`config.mk`:
```
export PLATFORM = sky130hd
export DESIGN_NAME = s_pe_out_stream_buf
export DESIGN_NICKNAME = d
export VERILOG_FILES = /design/src/rtl/s_pe_out_stream_buf.sv
export SDC_FILE = /design/constraint.sdc
export NUM_CORES = 1
export LEC_CHECK = 0
export CORE_ASPECT_RATIO = 0.5
export CORE_MARGIN = 2
export CORE_UTILIZATION = 45
export DETAILED_ROUTE_END_ITERATION = 10
export HOLD_SLACK_MARGIN = 0.12
export PLACE_DENSITY = 0.74
export SYNTH_ARGS = -nofsm -noshare
export SYNTH_HDL_FRONTEND = slang
export SYNTH_SLANG_ARGS = --single-unit
```
`constraint.sdc`:
```
create_clock -name clk_i -period 5 [get_ports clk_i]
set_input_delay 1 -clock clk_i [delete_from_list [all_inputs] [get_ports clk_i]]
set_output_delay 1 -clock clk_i [all_outputs]
set_load 0.02 [all_outputs]
```
`src/rtl/s_pe_out_stream_buf.sv`:
```
// Output stream buffer behind the streaming PEs.
// It captures len PE results into a DEPTH-entry FIFO and drains them as a valid/ready stream.
// Latency: a pushed word appears on out_data_o the cycle after its push.
// Backpressure: the registered pea_ready_req_o drops once occupancy would pass DEPTH-SKID.
// Optional stats (overflow_o, max_occ_o) are built only when S_OUT_BUF_STATS_EN is defined.
module s_pe_out_stream_buf #(
  parameter int N_BITS = 16,
  parameter int DEPTH  = 8,
  parameter int SKID   = 2,
  parameter int LEN_W  = 16
) (
  input  logic                       clk_i,
  input  logic                       rst_n_i,
  input  logic                       start_i,
  input  logic [LEN_W-1:0]           len_i,
  input  logic [N_BITS-1:0]          pe_res_i,
  input  logic                       pe_valid_i,
  input  logic                       pea_ready_i,
  output logic                       pea_ready_req_o,
  output logic [N_BITS-1:0]          out_data_o,
  output logic                       out_valid_o,
  input  logic                       out_ready_i,
  output logic                       busy_o,
  output logic                       done_o,
  output logic                       overflow_o,
  output logic [$clog2(DEPTH):0]     max_occ_o
);

  localparam int AW = $clog2(DEPTH);

  typedef enum logic [1:0] {IDLE, RUN, DONE} state_t;

  state_t             state, state_next;
  logic [N_BITS-1:0]  mem [DEPTH];
  logic [AW:0]        wr_ptr, rd_ptr;
  logic [AW:0]        count, count_next;
  logic [LEN_W-1:0]   len_q, pushed, popped;
  logic               full, empty;
  logic               push_req, push_wr, pop;
  logic               ready_req_q;

  // Pointers carry one extra wrap bit so full and empty differ only in the MSB.
  assign empty      = (wr_ptr == rd_ptr);
  assign full       = (wr_ptr[AW] != rd_ptr[AW]) && (wr_ptr[AW-1:0] == rd_ptr[AW-1:0]);
  assign count      = wr_ptr - rd_ptr;

  // A stalled PE keeps valid high, so a token only counts when the array actually advanced.
  assign push_req   = pe_valid_i && pea_ready_i && (state == RUN) && (pushed < len_q);
  assign pop        = !empty && out_ready_i;
  // If the FIFO is full, a push still fits only when the same cycle also pops a word.
  assign push_wr    = push_req && (!full || pop);
  assign count_next = count + (AW+1)'(push_wr) - (AW+1)'(pop);

  assign out_valid_o     = !empty;
  assign out_data_o      = mem[rd_ptr[AW-1:0]];
  assign busy_o          = (state == RUN);
  assign done_o          = (state == DONE);
  assign pea_ready_req_o = ready_req_q;

  // FIFO storage: a data-only register file, so it needs no reset.
  always_ff @(posedge clk_i) begin
    if (push_wr) mem[wr_ptr[AW-1:0]] <= pe_res_i;
  end

  // FIFO pointers: reset empties the buffer immediately.
  always_ff @(posedge clk_i or negedge rst_n_i) begin
    if (!rst_n_i) begin
      wr_ptr <= '0;
      rd_ptr <= '0;
    end else begin
      if (push_wr) wr_ptr <= wr_ptr + 1'b1;
      if (pop)     rd_ptr <= rd_ptr + 1'b1;
    end
  end

  // Ready request is registered, and SKID slots absorb the resulting one-cycle lag plus one in-flight result.
  always_ff @(posedge clk_i or negedge rst_n_i) begin
    if (!rst_n_i) ready_req_q <= 1'b1;
    else if (state == RUN) ready_req_q <= (count_next <= (AW+1)'(DEPTH - SKID));
    else ready_req_q <= 1'b1;
  end

  // Transfer bookkeeping: latch the length on start and count accepted push tokens and pops.
  always_ff @(posedge clk_i or negedge rst_n_i) begin
    if (!rst_n_i) begin
      len_q  <= '0;
      pushed <= '0;
      popped <= '0;
    end else if (state == IDLE) begin
      if (start_i) begin
        len_q  <= len_i;
        pushed <= '0;
        popped <= '0;
      end
    end else if (state == RUN) begin
      if (push_req) pushed <= pushed + LEN_W'(1);
      if (pop)      popped <= popped + LEN_W'(1);
    end
  end

  // FSM state register.
  always_ff @(posedge clk_i or negedge rst_n_i) begin
    if (!rst_n_i) state <= IDLE;
    else          state <= state_next;
  end

  // FSM next state: RUN ends on the pop that drains the final word.
  always_comb begin
    state_next = state;
    unique case (state)
      IDLE: if (start_i) state_next = (len_i == '0) ? DONE : RUN;
      RUN:  if (pop && ((popped + LEN_W'(1)) == len_q)) state_next = DONE;
      DONE: state_next = IDLE;
      default: state_next = IDLE;
    endcase
  end

`ifdef S_OUT_BUF_STATS_EN
  logic        overflow_q;
  logic [AW:0] max_occ_q;

  // Stats: overflow is sticky until reset, and peak occupancy restarts with each transfer.
  always_ff @(posedge clk_i or negedge rst_n_i) begin
    if (!rst_n_i) begin
      overflow_q <= 1'b0;
      max_occ_q  <= '0;
    end else begin
      if (push_req && full && !pop) overflow_q <= 1'b1;
      if ((state == IDLE) && start_i) max_occ_q <= '0;
      else if (count_next > max_occ_q) max_occ_q <= count_next;
    end
  end

  assign overflow_o = overflow_q;
  assign max_occ_o  = max_occ_q;
`else
  assign overflow_o = 1'b0;
  assign max_occ_o  = '0;
`endif

endmodule

```
==> flow_metrics.py <==
metrics = {
    "logic_synthesis": {
        "syn-instance-count": 648,
        "avgSynthCellArea_um2": 13.6,
        "synth_commonest_cells": "128 x edfxtp_1, 58 x dfrtp_1, 48 x nand2_1",
        "synth_xor_area_frac": 0.0329,
        "synth.area.top_cells": "edfxtp_1 44%, dfrtp_1 17%, mux4_2 8.2%, ha_1 3.1%, o21ai_0 2.6%",
        "synth_top_family_by_area": "multiplexers",
        "synth-simple-area-share": 0.0966,
        "post-synth-top-count-cell": "edfxtp_1",
        "synthFlopType": "edfxtp_1",
        "synthMuxAreaShare": 0.108,
        "synth_edf_count": 128,
        "synth_compound_area_frac": 0.0860,
        "yosysWarnings": 0,
        "ys_ff_latch": 187,
        "synth_area_leader_cell": "edfxtp_1",
        "syn-cell-area_mm2": 0.00879,
        "ys_seq_area_frac": 0.606,
        "synth-adder-area-share": 0.0382,
        "ys_types": 59,
        "synth_top_area_frac": 0.437,
        "synth-async-reset-ratio": 0.316,
    },
    "power_and_ir_drop": {
        "power.density_mw_per_mm2": 492,
        "irDropWorstVdd_mv": 0.239,
        "power.leakage_nw": 3.72,
    },
    "detailed_routing": {
        "routed_wirelength_um": 18200,
        "ant_nets": 0,
        "via_per_inst": 5.60,
        "drc": 0,
        "first_iter_violations": 388,
        "dr_total_vias": 5490,
        "first_pass_iters": 5,
        "wl_per_cell_um": 18.5,
    },
    "cells_and_area": {
        "multi_input_area_mm2": 0.00322,
        "regArea_mm2": 0.00532,
        "drive_gt1_frac": 0.154,
        "finalInstanceArea_mm2": 0.0103,
        "areaGrowthSynthToFinish_pct": 16.9,
        "nNetsFinal": 765,
        "postLayoutCoreUtil": 0.533,
        "nFillCells": 1597,
        "antenna_cells": 0,
    },
    "clock_network": {
        "clock_tree.htree_level_count": 4,
        "clock-root-buffer": "clkbuf_16",
        "clock_path_buffers": 2,
        "cts_tree": "built",
        "cts.sinks": 187,
        "cts_inserted_buffers": 17,
        "cts.clk_slew.worst_paths_ns": 0.07,
        "post_cts_buffers": 0,
        "worstSkewPairLatency_ns": 0.44,
        "cts_resized": 0,
        "postCtsHoldBufs": 0,
    },
    "global_routing": {
        "use_met3": 0.0442,
        "grt_antenna_before_repair": 0,
        "use_met1": 0.244,
        "grt.total_usage": 0.183,
        "grt_start_max_net_pins": 60,
        "grt_overflow": 0,
        "use_met2": 0.308,
        "grt_pass1_wl_um": 28700,
        "top_usage_layer": "met2",
        "grt_pass1_vias": 5267,
    },
    "critical_path": {
        "endpoint_kind": "output port",
        "critPathRequiredTime_ns": 4.00,
        "cp.arrival_ns": 3.00,
        "startpoint_type": "register",
        "worst-path-buf-inv": 2,
        "path_cells": "buf_4 > mux4_2 > mux2_2 > clkdlybuf4s50_1",
        "crit_type": "register to output port",
        "crit_fanout": 27,
        "slowest_stage": "dfrtp_2",
        "slowest_delay_ns": 0.59,
        "crit_family": "buffers and inverters",
    },
    "timing": {
        "slew_headroom": 0.366,
        "finalCriticalPeriod_ns": 4.00,
        "clock_skew_ns": 0.0120,
        "fin_crit_sh": 0.800,
        "fin_setup_tns_ns": 0,
        "slew_viol_final": 0,
        "rsz0062_at_grt": "no",
        "fmax_mhz": 250,
        "finalSetupViolations": 0,
        "hold_violations": 0,
        "tightest_slew_ns": 0.951,
    },
    "place": {
        "place.gp.congestion": 0.883,
        "io_buffers": 57,
        "dpl-instance-area_mm2": 0.00965,
        "detailed_place_hpwl_um": 11700,
    },
    "floorplanning": {
        "initial_core_util": 0.456,
        "die_h_um": 103,
        "dieWidth_um": 202,
        "io_pins": 63,
        "fp.dieArea_mm2": 0.0207,
        "rows": 36,
        "core_area_mm2": 0.0193,
    },
    "min_path": {
        "hp-class": "register to register",
    },
    "flow_run": {
        "cap_violations": 0,
    },
    "status": {
        "outcome": "completed",
    },
}
state kept, by name, summed over array words and instances, names as in the netlist:
signal and count:
len_q 16, popped 16, wr_ptr 4, pushed 16, state 2, pea_ready_req_o 1
mem 128, rd_ptr 4
final timing paths:
check / startpoint / slack [ns] / cells past startpoint / to
max reg2reg: len_q[13] / 1.31 / 16 / pea_ready_req_o
min reg2reg: rd_ptr[3] / 0.49 / 1 / rd_ptr[3]
min: rd_ptr[3] / 0.49 / 1 / rd_ptr[3]
max in group asynchronous: rst_n_i / 3.74 / 2 / rd_ptr[0]
min in group asynchronous: rst_n_i / 0.71 / 2 / popped[10]
max: rd_ptr[0] / 1.0 / 4 / out_data_o[3]
stage by stage:
| step | hold slack, ns | instances | setup WS, ns | total power [mW] |
|---|---|---|---|---|
| 4_1_cts | 0.495 | 981 | 0.913 | 5.10 |
| 6_report | 0.492 | 981 | 0.999 | 5.05 |
| 3_3_place_gp | 0.479 | 949 | 0.993 | 3.65 |
| 2_1_floorplan | 0.462 | 652 | 0.998 | 3.14 |
| 5_1_grt | 0.497 | 981 | 0.798 | 5.32 |
| 3_5_place_dp | 0.482 | 949 | 0.862 | 3.69 |
cell type report:
| cell class | count | share of cell area |
|---|---|---|
| inverters | 31 | 0.0113 |
| multi-input cells | 396 | 0.314 |
| flip-flops and latches | 187 | 0.518 |
| clock buffers | 17 | 0.0414 |
| clock inverters | 15 | 0.0191 |
| repair buffers | 69 | 0.0638 |
| well taps | 266 | 0.0324 |
logic make-up after synthesis:
logic type | Yosys count
other cells | 1
xor+xnor | 33
compound gates | 115
fa+ha+maj | 25
simple gates | 166
buf+inv | 69
mux | 52
flops | 187
where the power goes:
part | switching, mW | internal (mW) | total (mW) | leakage (nW)
registers | 0.172 | 1.83 | 2.00 | 1.85
logic | 0.834 | 0.814 | 1.65 | 1.57
clock network | 0.643 | 0.767 | 1.41 | 0.305
total | 1.65 | 3.41 | 5.05 | 3.72
cells in the final DEF (no fill, tap or decap), types with 9 or more instances in the layout:
master and instances:
xor2_1 10, clkbuf_16 17, nand3_1 17, o31ai_1 15, buf_4 12, xnor2_1 23
mux2_2 18, nand2_1 48, clkdlybuf4s50_1 56, nand4_1 12, o21ai_0 46, mux4_2 32
or4_1 9, ha_1 22, inv_1 31, edfxtp_1 128, nor2_1 27, dfrtp_1 57
a21oi_1 23
per-layer routing:
layer	wire length [µm]	vias up	share of wire
met5	0	-	0
met4	167	0	0.0092
met3	988	19	0.054
met2	8830	137	0.49
met1	8200	2779	0.45
li1	-	2555	-
Power figures use the tool's default switching activity.
